<file path="src/rtl/bb_agc_pkg.sv">
// bb_agc_pkg: shared constants and helpers for the baseband AGC.
// Contents: register addresses, register reset defaults, Q4.12 gain
// constants, the gain-update kind enum and the output round/saturate helper.
package bb_agc_pkg;

  // Write-side register addresses
  localparam logic [1:0] ADDR_THR  = 2'd0;
  localparam logic [1:0] ADDR_GMAX = 2'd1;
  localparam logic [1:0] ADDR_HANG = 2'd2;
  localparam logic [1:0] ADDR_CTRL = 2'd3;

  // Read-side status addresses
  localparam logic [1:0] RD_GAIN = 2'd0;
  localparam logic [1:0] RD_PEAK = 2'd1;

  // Register reset defaults
  localparam logic [15:0] THR_RST  = 16'h4000;
  localparam logic [15:0] GMAX_RST = 16'h8000;
  localparam logic [15:0] HANG_RST = 16'd1024;
  localparam logic [3:0]  DSH_RST  = 4'd8;
  localparam logic [3:0]  ASH_RST  = 4'd4;

  // Q4.12 gain constants
  localparam logic [15:0] GAIN_UNITY = 16'h1000;
  localparam logic [15:0] AGC_GMIN   = 16'h0010;

  // What the automatic loop does with the gain for one magnitude sample
  typedef enum logic [1:0] {
    UPD_NONE,
    UPD_ATTACK,
    UPD_HOLD,
    UPD_DECAY
  } upd_e;

  // Round a Q4.12-scaled product back to sample units (add half, shift 14)
  // and clamp to the signed 16-bit output range.
  function automatic logic [15:0] round_sat16(input logic signed [33:0] p);
    logic signed [33:0] t;
    t = (p + 34'sd8192) >>> 14;
    if (t > 34'sd32767)
      round_sat16 = 16'h7FFF;
    else if (t < -34'sd32768)
      round_sat16 = 16'h8000;
    else
      round_sat16 = t[15:0];
  endfunction

endpackage

</file>
<file path="src/rtl/bb_agc_mag.sv">
// bb_agc_mag: registered magnitude estimator for the AGC loop.
// mag = max(|x|,|y|) + min(|x|,|y|)/2, with |-32768| taken as 32767 and the
// sum clamped to 16'hFFFF. One cycle latency.
// Ports:
//   clk, rst_n     clock, asynchronous active-low reset
//   i_x, i_y       signed 16-bit samples (two's complement)
//   i_v            input valid
//   o_mag          unsigned 16-bit magnitude estimate
//   o_v            output valid
module bb_agc_mag (
  input  logic        clk,
  input  logic        rst_n,
  input  logic [15:0] i_x,
  input  logic [15:0] i_y,
  input  logic        i_v,
  output logic [15:0] o_mag,
  output logic        o_v
);

  logic [15:0] w_ax;
  logic [15:0] w_ay;
  logic [15:0] w_hi;
  logic [15:0] w_lo;
  logic [16:0] w_sum;

  // The most negative value has no positive twin, so it saturates to 32767
  assign w_ax = (i_x == 16'h8000) ? 16'h7FFF : (i_x[15] ? (~i_x + 16'd1) : i_x);
  assign w_ay = (i_y == 16'h8000) ? 16'h7FFF : (i_y[15] ? (~i_y + 16'd1) : i_y);

  assign w_hi  = (w_ax >= w_ay) ? w_ax : w_ay;
  assign w_lo  = (w_ax >= w_ay) ? w_ay : w_ax;
  assign w_sum = {1'b0, w_hi} + 17'(w_lo >> 1);

  always_ff @(posedge clk or negedge rst_n) begin
    if (!rst_n) begin
      o_mag <= '0;
      o_v   <= 1'b0;
    end else begin
      o_v <= i_v;
      if (i_v)
        o_mag <= w_sum[16] ? 16'hFFFF : w_sum[15:0];
    end
  end

endmodule

</file>
<file path="src/rtl/bb_agc.sv">
// bb_agc: receive-path baseband automatic gain control.
// Scales 18-bit complex samples by a Q4.12 gain into 16-bit outputs through a
// 3-stage pipeline, then adapts the gain from the output magnitude with fast
// attack, hang and slow decay.
// Optional build macro: BB_AGC_PEAKHOLD_EN adds a read-to-clear peak register.
// Ports:
//   mclk, mrst          master clock, asynchronous active-low reset
//   iocs/ioaddr/din     module select, register address, write data
//   iowr, iord          write and read strobes
//   dout                status read data, combinational from ioaddr
//   dix, diy, iv        signed 18-bit input sample and valid strobe
//   dox, doy, ov        signed 16-bit scaled output and valid strobe
module bb_agc #(
  parameter logic [15:0] GMIN = bb_agc_pkg::AGC_GMIN,
  parameter int          OUTW = 16
) (
  input  logic            mclk,
  input  logic            mrst,
  input  logic            iocs,
  input  logic [1:0]      ioaddr,
  input  logic [15:0]     din,
  input  logic            iowr,
  input  logic            iord,
  output logic [15:0]     dout,
  input  logic [17:0]     dix,
  input  logic [17:0]     diy,
  input  logic            iv,
  output logic [OUTW-1:0] dox,
  output logic [OUTW-1:0] doy,
  output logic            ov
);

  import bb_agc_pkg::*;

  logic [15:0] r_thr, r_gmax, r_hang, r_g, r_hc;
  logic        r_man;
  logic [3:0]  r_dsh, r_ash;

  logic [17:0]        r_s1x, r_s1y;
  logic               r_s1v;
  logic signed [33:0] r_px, r_py;
  logic               r_s2v;

  logic        w_wr, w_rd;
  logic [15:0] w_mag;
  logic        w_magv;
  logic [15:0] w_pkrd;
  logic signed [33:0] w_px, w_py;
  logic [15:0] w_gsub, w_gatt, w_ginc, w_gdec;
  logic [16:0] w_gsum;
  upd_e        w_upd;

  assign w_wr = iocs & iowr;
  assign w_rd = iocs & iord;

  // Configuration registers
  always_ff @(posedge mclk or negedge mrst) begin
    if (!mrst) begin
      r_thr  <= THR_RST;
      r_gmax <= GMAX_RST;
      r_hang <= HANG_RST;
      r_man  <= 1'b0;
      r_dsh  <= DSH_RST;
      r_ash  <= ASH_RST;
    end else if (w_wr) begin
      case (ioaddr)
        ADDR_THR:  r_thr  <= din;
        ADDR_GMAX: r_gmax <= din;
        ADDR_HANG: r_hang <= din;
        default: begin
          r_man <= din[15];
          r_dsh <= din[11:8];
          r_ash <= din[3:0];
        end
      endcase
    end
  end

  // Sign-extend the sample and zero-extend the unsigned gain to 34 bits so the
  // product is exact at full width.
  assign w_px = $signed({{16{r_s1x[17]}}, r_s1x}) * $signed({18'd0, r_g});
  assign w_py = $signed({{16{r_s1y[17]}}, r_s1y}) * $signed({18'd0, r_g});

  // Sample pipeline: latch, multiply, round/saturate
  always_ff @(posedge mclk or negedge mrst) begin
    if (!mrst) begin
      r_s1x <= '0;
      r_s1y <= '0;
      r_s1v <= 1'b0;
      r_px  <= '0;
      r_py  <= '0;
      r_s2v <= 1'b0;
      dox   <= '0;
      doy   <= '0;
      ov    <= 1'b0;
    end else begin
      r_s1v <= iv;
      if (iv) begin
        r_s1x <= dix;
        r_s1y <= diy;
      end
      r_s2v <= r_s1v;
      if (r_s1v) begin
        r_px <= w_px;
        r_py <= w_py;
      end
      ov <= r_s2v;
      if (r_s2v) begin
        dox <= round_sat16(r_px);
        doy <= round_sat16(r_py);
      end
    end
  end

  bb_agc_mag u_mag (
    .clk   (mclk),
    .rst_n (mrst),
    .i_x   (dox),
    .i_y   (doy),
    .i_v   (ov),
    .o_mag (w_mag),
    .o_v   (w_magv)
  );

  // Decide the gain action for this magnitude sample
  always_comb begin
    w_upd = UPD_NONE;
    if (!r_man && w_magv) begin
      if (w_mag > r_thr)
        w_upd = UPD_ATTACK;
      else if (r_hc != 16'd0)
        w_upd = UPD_HOLD;
      else
        w_upd = UPD_DECAY;
    end
  end

  // With ash = 0 the subtraction reaches zero, which the floor turns into GMIN.
  assign w_gsub = r_g - (r_g >> r_ash);
  assign w_gatt = (w_gsub < GMIN) ? GMIN : w_gsub;
  // dsh of 15 would still leave bit 15 in the increment; it is meant as +1 only
  assign w_ginc = (r_dsh >= 4'd15) ? 16'd0 : (r_g >> r_dsh);
  assign w_gsum = {1'b0, r_g} + {1'b0, w_ginc} + 17'd1;
  assign w_gdec = (w_gsum > {1'b0, r_gmax}) ? r_gmax : w_gsum[15:0];

  // Gain and hang counter. Leaving manual mode restarts the hang window.
  always_ff @(posedge mclk or negedge mrst) begin
    if (!mrst) begin
      r_g  <= GAIN_UNITY;
      r_hc <= '0;
    end else begin
      if (r_man) begin
        r_g <= r_gmax;
      end else begin
        case (w_upd)
          UPD_ATTACK: begin
            r_g  <= w_gatt;
            r_hc <= r_hang;
          end
          UPD_HOLD:  r_hc <= r_hc - 16'd1;
          UPD_DECAY: r_g  <= w_gdec;
          default: ;
        endcase
      end
      if (w_wr && (ioaddr == ADDR_CTRL) && r_man && !din[15])
        r_hc <= r_hang;
    end
  end

`ifdef BB_AGC_PEAKHOLD_EN
  logic [15:0] r_pk;
  logic        w_pkclr;

  assign w_pkclr = w_rd && (ioaddr == RD_PEAK);

  // A magnitude landing on the read-clear cycle starts the new peak window
  always_ff @(posedge mclk or negedge mrst) begin
    if (!mrst)
      r_pk <= '0;
    else if (w_magv)
      r_pk <= (w_pkclr || (w_mag > r_pk)) ? w_mag : r_pk;
    else if (w_pkclr)
      r_pk <= '0;
  end

  assign w_pkrd = r_pk;
`else
  assign w_pkrd = 16'h0000;
`endif

  always_comb begin
    dout = 16'h0000;
    case (ioaddr)
      RD_GAIN: dout = r_g;
      RD_PEAK: dout = w_pkrd;
      default: dout = 16'h0000;
    endcase
  end

endmodule

</file>
<file path="config.mk">
export PLATFORM = sky130hd
export DESIGN_NAME = bb_agc
export DESIGN_NICKNAME = d
export VERILOG_FILES = /design/src/rtl/bb_agc_pkg.sv /design/src/rtl/bb_agc_mag.sv /design/src/rtl/bb_agc.sv
export SDC_FILE = /design/constraint.sdc
export NUM_CORES = 2
export LEC_CHECK = 0
export CAP_MARGIN = 20
export CORE_MARGIN = 4
export CORE_UTILIZATION = 65
export CTS_BUF_LIST = sky130_fd_sc_hd__clkbuf_4 sky130_fd_sc_hd__clkbuf_8
export CTS_CLUSTER_DIAMETER = 30
export DETAILED_ROUTE_END_ITERATION = 8
export PLACE_DENSITY_LB_ADDON = 0.2
export SETUP_SLACK_MARGIN = 0.5
export SYNTH_ARGS = -nofsm -noshare
export SYNTH_HDL_FRONTEND = slang
export SYNTH_HIERARCHICAL = 1
export SYNTH_SLANG_ARGS = --single-unit
</file>
<file path="constraint.sdc">
create_clock -name mclk -period 8.4 [get_ports mclk]
set_input_delay 1.68 -clock mclk [delete_from_list [all_inputs] [get_ports mclk]]
set_output_delay 1.68 -clock mclk [all_outputs]
set_load 0.005 [all_outputs]
</file>
=== Word-level counts from Yosys, hierarchy flattened ===
Cells that the tools add are included.

* Equality and inequality tests: 9
* $mul: 2
* Muxes and demuxes: 23
* Shifts and indexed selects: 2
* Reduce and logical (&&, ||, !) cells: 16
* $lt $le $gt $ge: 9
* Bitwise operators: 4
* $add $sub $neg: 9

{| class="wikitable"
|+ Operators by type and width
! cell !! count
|-
| $mux W16 || 18
|-
| $add A34 B15 Y34 const B || 2
|-
| $mul A18 B17 Y34 || 2
|-
| $pmux W16 S2 || 2
|-
| $gt A20 B16 Y1 const B || 2
|-
| $lt A20 B16 Y1 const B || 2
|-
| $add A16 B1 Y16 const B || 2
|-
| $eq A16 B16 Y1 const B || 2
|-
| $not A16 Y16 || 2
|-
| $shr A16 B4 Y16 || 2
|-
| $add A16 B15 Y17 || 1
|-
| $add A16 B16 Y17 || 1
|-
| $add A17 B1 Y17 const B || 1
|-
| $gt A17 B16 Y1 || 1
|-
| $ge A16 B16 Y1 || 1
|-
| $gt A16 B16 Y1 || 1
|-
| $lt A16 B5 Y1 const B || 1
|-
| $reduce_bool A16 Y1 || 1
|-
| $sub A16 B1 Y16 const B || 1
|-
| $sub A16 B16 Y16 || 1
|-
| $reduce_and A2 Y1 || 5
|-
| $eq A2 B2 Y1 const B || 4
|-
| $reduce_bool A3 Y1 || 2
|-
| $eq A2 B1 Y1 const B || 2
|-
| other kinds (10) || 15
|}

* Output and inout bits: 49
* Input bits: 60
* Register bits: 245
* Logic and storage cells: 93

=== Depth between registers and ports, before layout ===
* Word-level depth: 8
* Mapped depth: 28
* Mapped depth without buffers: 25

=== Modules after synthesis ===
Netlist, hierarchy kept.

{| class="wikitable"
|+ By module, submodules not included
! module !! seq. area each (µm²) !! instances !! cells an instance !! area each (µm²)
|-
| bb_agc || 5,062.4 || 1 || 3,605 || 33,245.6
|-
| bb_agc_mag || 425.4 || 1 || 375 || 2,852.7
|}

=== Worst setup path before layout ===
OpenSTA, ideal clock, no wires.

* Kind: register to register
* Start point: register r_g[3]
* End point: register r_px[31]
* Data arrival time: 6.781 ns
* Stages on the path, launching flop included: 24
* Path buffers: 3
* Clock period less this slack: 6.901 ns
* Setup time: 0.120 ns
* Slack: 1.499 ns
* Data required time: 8.280 ns
* Path through: dfrtp_1 > clkbuf_1 > clkbuf_1 > clkbuf_1 > nand2_1 > fa_1 > inv_1 > fa_1 > fa_1 > fa_1 > fa_1 > inv_1 > fa_1 > inv_1 > ha_1 > a21o_1 > a21o_1 > a21oi_1 > nor2_1 > a21oi_1 > o21ai_0 > o21a_1 > or3_1 > a31o_2

* Cells in the longest elaborated chain, start to end: 1

{| class="wikitable"
|+ Ends and longest elaborated chain
! element !! line !! RTL
|-
| start: declaration || bb_agc.sv:35 || <nowiki>logic [15:0] r_thr, r_gmax, r_hang, r_g, r_hc;</nowiki>
|-
| start signal: assignment || bb_agc.sv:153 || <nowiki>r_g <= r_gmax;</nowiki>
|-
| start signal: assignment || bb_agc.sv:157 || <nowiki>r_g <= w_gatt;</nowiki>
|-
| start signal: assignment || bb_agc.sv:161 || <nowiki>UPD_DECAY: r_g <= w_gdec;</nowiki>
|-
| $mul A18 B17 Y34 || bb_agc.sv:81 || <nowiki>assign w_px = $signed({{16{r_s1x[17]}}, r_s1x}) * $signed({18'd0, r_g});</nowiki>
|-
| end signal: assignment || bb_agc.sv:104 || <nowiki>r_px <= w_px;</nowiki>
|-
| end: declaration || bb_agc.sv:41 || <nowiki>logic signed [33:0] r_px, r_py;</nowiki>
|}

Every way passes these cells.
A chain may end at the register's enable or synchronous reset.

=== Worst setup path after layout ===
* Start point: register r_g[5]
* End point: register r_py[30]

* Cells in the longest elaborated chain, start to end: 1

{| class="wikitable"
|+ Ends and longest elaborated chain
! element !! line !! RTL
|-
| $mul A18 B17 Y34 || bb_agc.sv:82 || <nowiki>assign w_py = $signed({{16{r_s1y[17]}}, r_s1y}) * $signed({18'd0, r_g});</nowiki>
|-
| end signal: assignment || bb_agc.sv:105 || <nowiki>r_py <= w_py;</nowiki>
|-
| end: declaration || bb_agc.sv:41 ||
|}

Every way passes these cells.

==> run_results.csv <==
group,metric,value,unit
final_layout,synthToLayoutAreaGrowth,8.887,%
drt,drt_iter0_drc,1817,
setup_path,critPathMaxFanout,12,
run_status,status,"completed",
synthesis,synth_top_area_cell,"fa_1",
timing,drv_slew,0,
synthesis,synth_nets,4882,
setup_path,required,8970,ps
synthesis,synth_edf_count,0,
floorplanning,die_w,243.7,um
setup_path,rrSetupSlack,1000,ps
placement,dp.cells,4709,
drt,vias,27690,
final_layout,layout.nets,4924,
timing,slew_headroom,0.2864,
drt,drt_pre_antenna_iters,8,
floorplanning,dieArea,59370,um2
synthesis,syn_avg_cell_area,9.070,um2
timing,layout_min_cycle_time,7396,ps
final_layout,final.fill_count,4279,
final_layout,fin_util,0.7135,
synthesis,synth_seq_area_share,0.1520,
final_layout,drive_above_1_share,0.08780,
clocking,clk_pin_slew,60,ps
placement,place_hpwl,69020,um
global_routing,grt_remaining_overflow,0,
hold_path,min_path_type,"reg2reg",
setup_path,reg2regPathDepth,21,
global_routing,grt_use_total,0.3116,
clocking,tritoncts,"done",
setup_path,r2r_end,"r_py[30]$_DFFE_PN0P_",
floorplanning,rows,86,
setup_path,crit_type,"reg2reg",
synthesis,synth_ff_type,"dfrtp_1",
synthesis,syn_inst,3980,
setup_path,crit_start,"r_g[5]$_DFFE_PN0P_",
floorplanning,initial_core_util,0.6552,
job,maxCapViolations,0,
floorplanning,coreArea,55090,um2
timing,worst_clock_skew,71.83,ps
setup_path,end_kind,"flop",
synthesis,ys_ff_latch,219,
synthesis,netlist_area,36100,um2
timing,finalCritPeriodShare,0.8805,
global_routing,antenna_found_initial,0,
timing,tightest_slew,1070,ps
timing,setup-violations-final,0,
setup_path,critical_path.reg2reg.startpoint,"r_g[5]$_DFFE_PN0P_",
clocking,hold_buffers,0,
global_routing,grt_pass1_wl,149900,um
drt,ant_nets,0,
clocking,numCtsBuffers,57,
drt,routed_wl,88860,um
drt,drt-vias-per-instance,5.750,
clocking,clockBufferDepth,3,
floorplanning,die_h,243.7,um
placement,dp_slack,1131,ps
drt,post_drt_wl_per_cell,18.45,um
global_routing,grt_pass1_vias,29220,
synthesis,synth_cell_types,87,
drt,drcViolationCount,0,
synthesis,yosysTopAreaCellShare,0.3189,
final_layout,final_cells,4816,
clocking,clock-sinks,219,
timing,layout_setup_ws,1004,ps
global_routing,grt_max_degree,124,
setup_path,arrival,7970,ps
clocking,cts-resized-gates,0,
clocking,clock-root-buffer,"clkbuf_8",
setup_path,crit_end,"r_py[30]$_DFFE_PN0P_",
timing,max_freq,135.2,MHz
timing,rsz0062_at_grt,"false",
floorplanning,ios,109,
placement,gp_congestion,0.9334,
synthesis,ys_async_sr_fraction,1.000,
synthesis,ys_warn_count,6,
clocking,cts_post_setup_buffers_inserted,0,
placement,port_buffers,107,
clocking,insertion_delay,700,ps
clocking,htree_levels,2,
synthesis,synth.area.top_cells,"fa_1 32%, dfrtp_1 15%, ha_1 9.3%",
timing,tns,0,ps
timing,hold_viol_final,0,
setup_path,startpoint_type,"flop",
## synth_stat cells, drive strengths merged, types with 13 or more instances
| cell | n |
|---|---|
| inv | 761 |
| fa | 575 |
| nand2 | 485 |
| ha | 267 |
| and2 | 253 |
| dfrtp | 213 |
| nor2 | 179 |
| clkbuf | 163 |
| mux2 | 140 |
| a21oi | 134 |
| o21ai | 117 |
| xnor2 | 88 |
| xor2 | 58 |
| nand3 | 47 |
| mux2i | 42 |
| a21o | 40 |
| nor3 | 37 |
| o22a | 34 |
| o22ai | 25 |
| a31oi | 23 |
| nand4 | 22 |
| nor2b | 22 |
| and3 | 21 |
| a211oi | 18 |
| o21a | 16 |
| o211ai | 15 |
| buf | 13 |
## routing by layer
layer	global-route usage	routed length, um
met4	0.1354	4156
met1	0.4038	35830
met2	0.5352	43860
met5	0	0
met3	0.03456	5007
## critical path: stages, from the launching register on
cell	delay (ps)
dfrtp_1	910
buf_4	340
and2_1	180
fa_1	390
inv_1	90
fa_1	440
fa_1	520
inv_1	60
fa_1	460
fa_1	510
inv_1	50
fa_1	560
inv_1	60
ha_1	320
and3_1	230
a221o_1	330
a2111oi_0	560
o21ai_1	220
a31oi_1	350
o31ai_1	170
or4_1	420
nand4_1	110
## area by class of cell
cell class	instances	area, um2	share of cell area
Multi-Input combinational cell	2821	27070	0.6887
Inverter	764	2868	0.07296
Tap cell	748	935.9	0.02381
Timing Repair Buffer	159	1519	0.03864
Antenna cell	2	5.005	0.0001273
Sequential cell	219	5494	0.1398
Clock buffer	74	980.9	0.02496
Clock inverter	29	434.2	0.01105
## registers in the layout (all words and copies together), names as in the netlist, 4 cells and up
register     count
r_gmax          16
r_s1x           18
r_hang          16
r_hc            16
r_s1y           18
dox             16
r_ash            4
r_dsh            4
doy             16
r_px            21
u_mag/o_mag     16
r_thr           16
r_py            21
r_g             16
## cells in the final DEF (no fill, tap or decap), types with 18 or more instances in the layout
master           count
xor2_1              58
nor2_1             179
clkdlybuf4s50_1    105
nor2b_1             22
o21ai_0            112
mux2i_1             41
a21o_1              40
and3_1              20
o22ai_1             25
nand2_1            485
fa_1               575
nand4_1             22
ha_1               267
buf_4               48
a21oi_1            123
and2_1             253
a31oi_1             23
nor3_1              36
inv_1              760
mux2_2             140
nand3_1             47
o22a_1              34
dfrtp_1            208
xnor2_1             88
a211oi_1            18
clkbuf_8            68
## metrics by stage
step / area, um2 / hold slack [ps]
after floorplan: 36100 / 351.9
after CTS: 39250 / 505.8
after global routing: 39300 / 525.8
final: 39310 / 506.3
after global placement: 37840 / 477.7
after detailed placement: 37840 / 496.9
## kinds of logic after synthesis
logic type               Yosys count  synth area share
adder cells (fa/ha/maj)          842            0.4114
XOR/XNOR                         146           0.03542
multiplexers                     187           0.05878
AND/OR/NAND/NOR                 1139            0.1514
buffers and inverters            940           0.09830
AO/OA/AOI/OAI                    507           0.09268
flip-flops                       219            0.1520
## how the worst min path moves through the flow
stage	start	to	slack, ps	depth (start not counted)
floorplan	r_s2v$_DFF_PN0_	ov$_DFF_PN0_	350	0
global placement	r_hc[13]$_DFFE_PN0P_	r_hc[13]$_DFFE_PN0P_	480	1
detailed placement	r_hang[8]$_DFFE_PN0P_	r_hang[8]$_DFFE_PN0P_	500	1
CTS	r_hang[4]$_DFFE_PN0P_	r_hang[4]$_DFFE_PN0P_	510	1
global route	r_hc[0]$_DFFE_PN0P_	r_hc[0]$_DFFE_PN0P_	530	1
finish	r_hang[4]$_DFFE_PN0P_	r_hang[4]$_DFFE_PN0P_	510	1
Power is left out: the tool's default activity adds up to more than one toggle a clock period on the data nets, which glitch-free logic cannot reach.
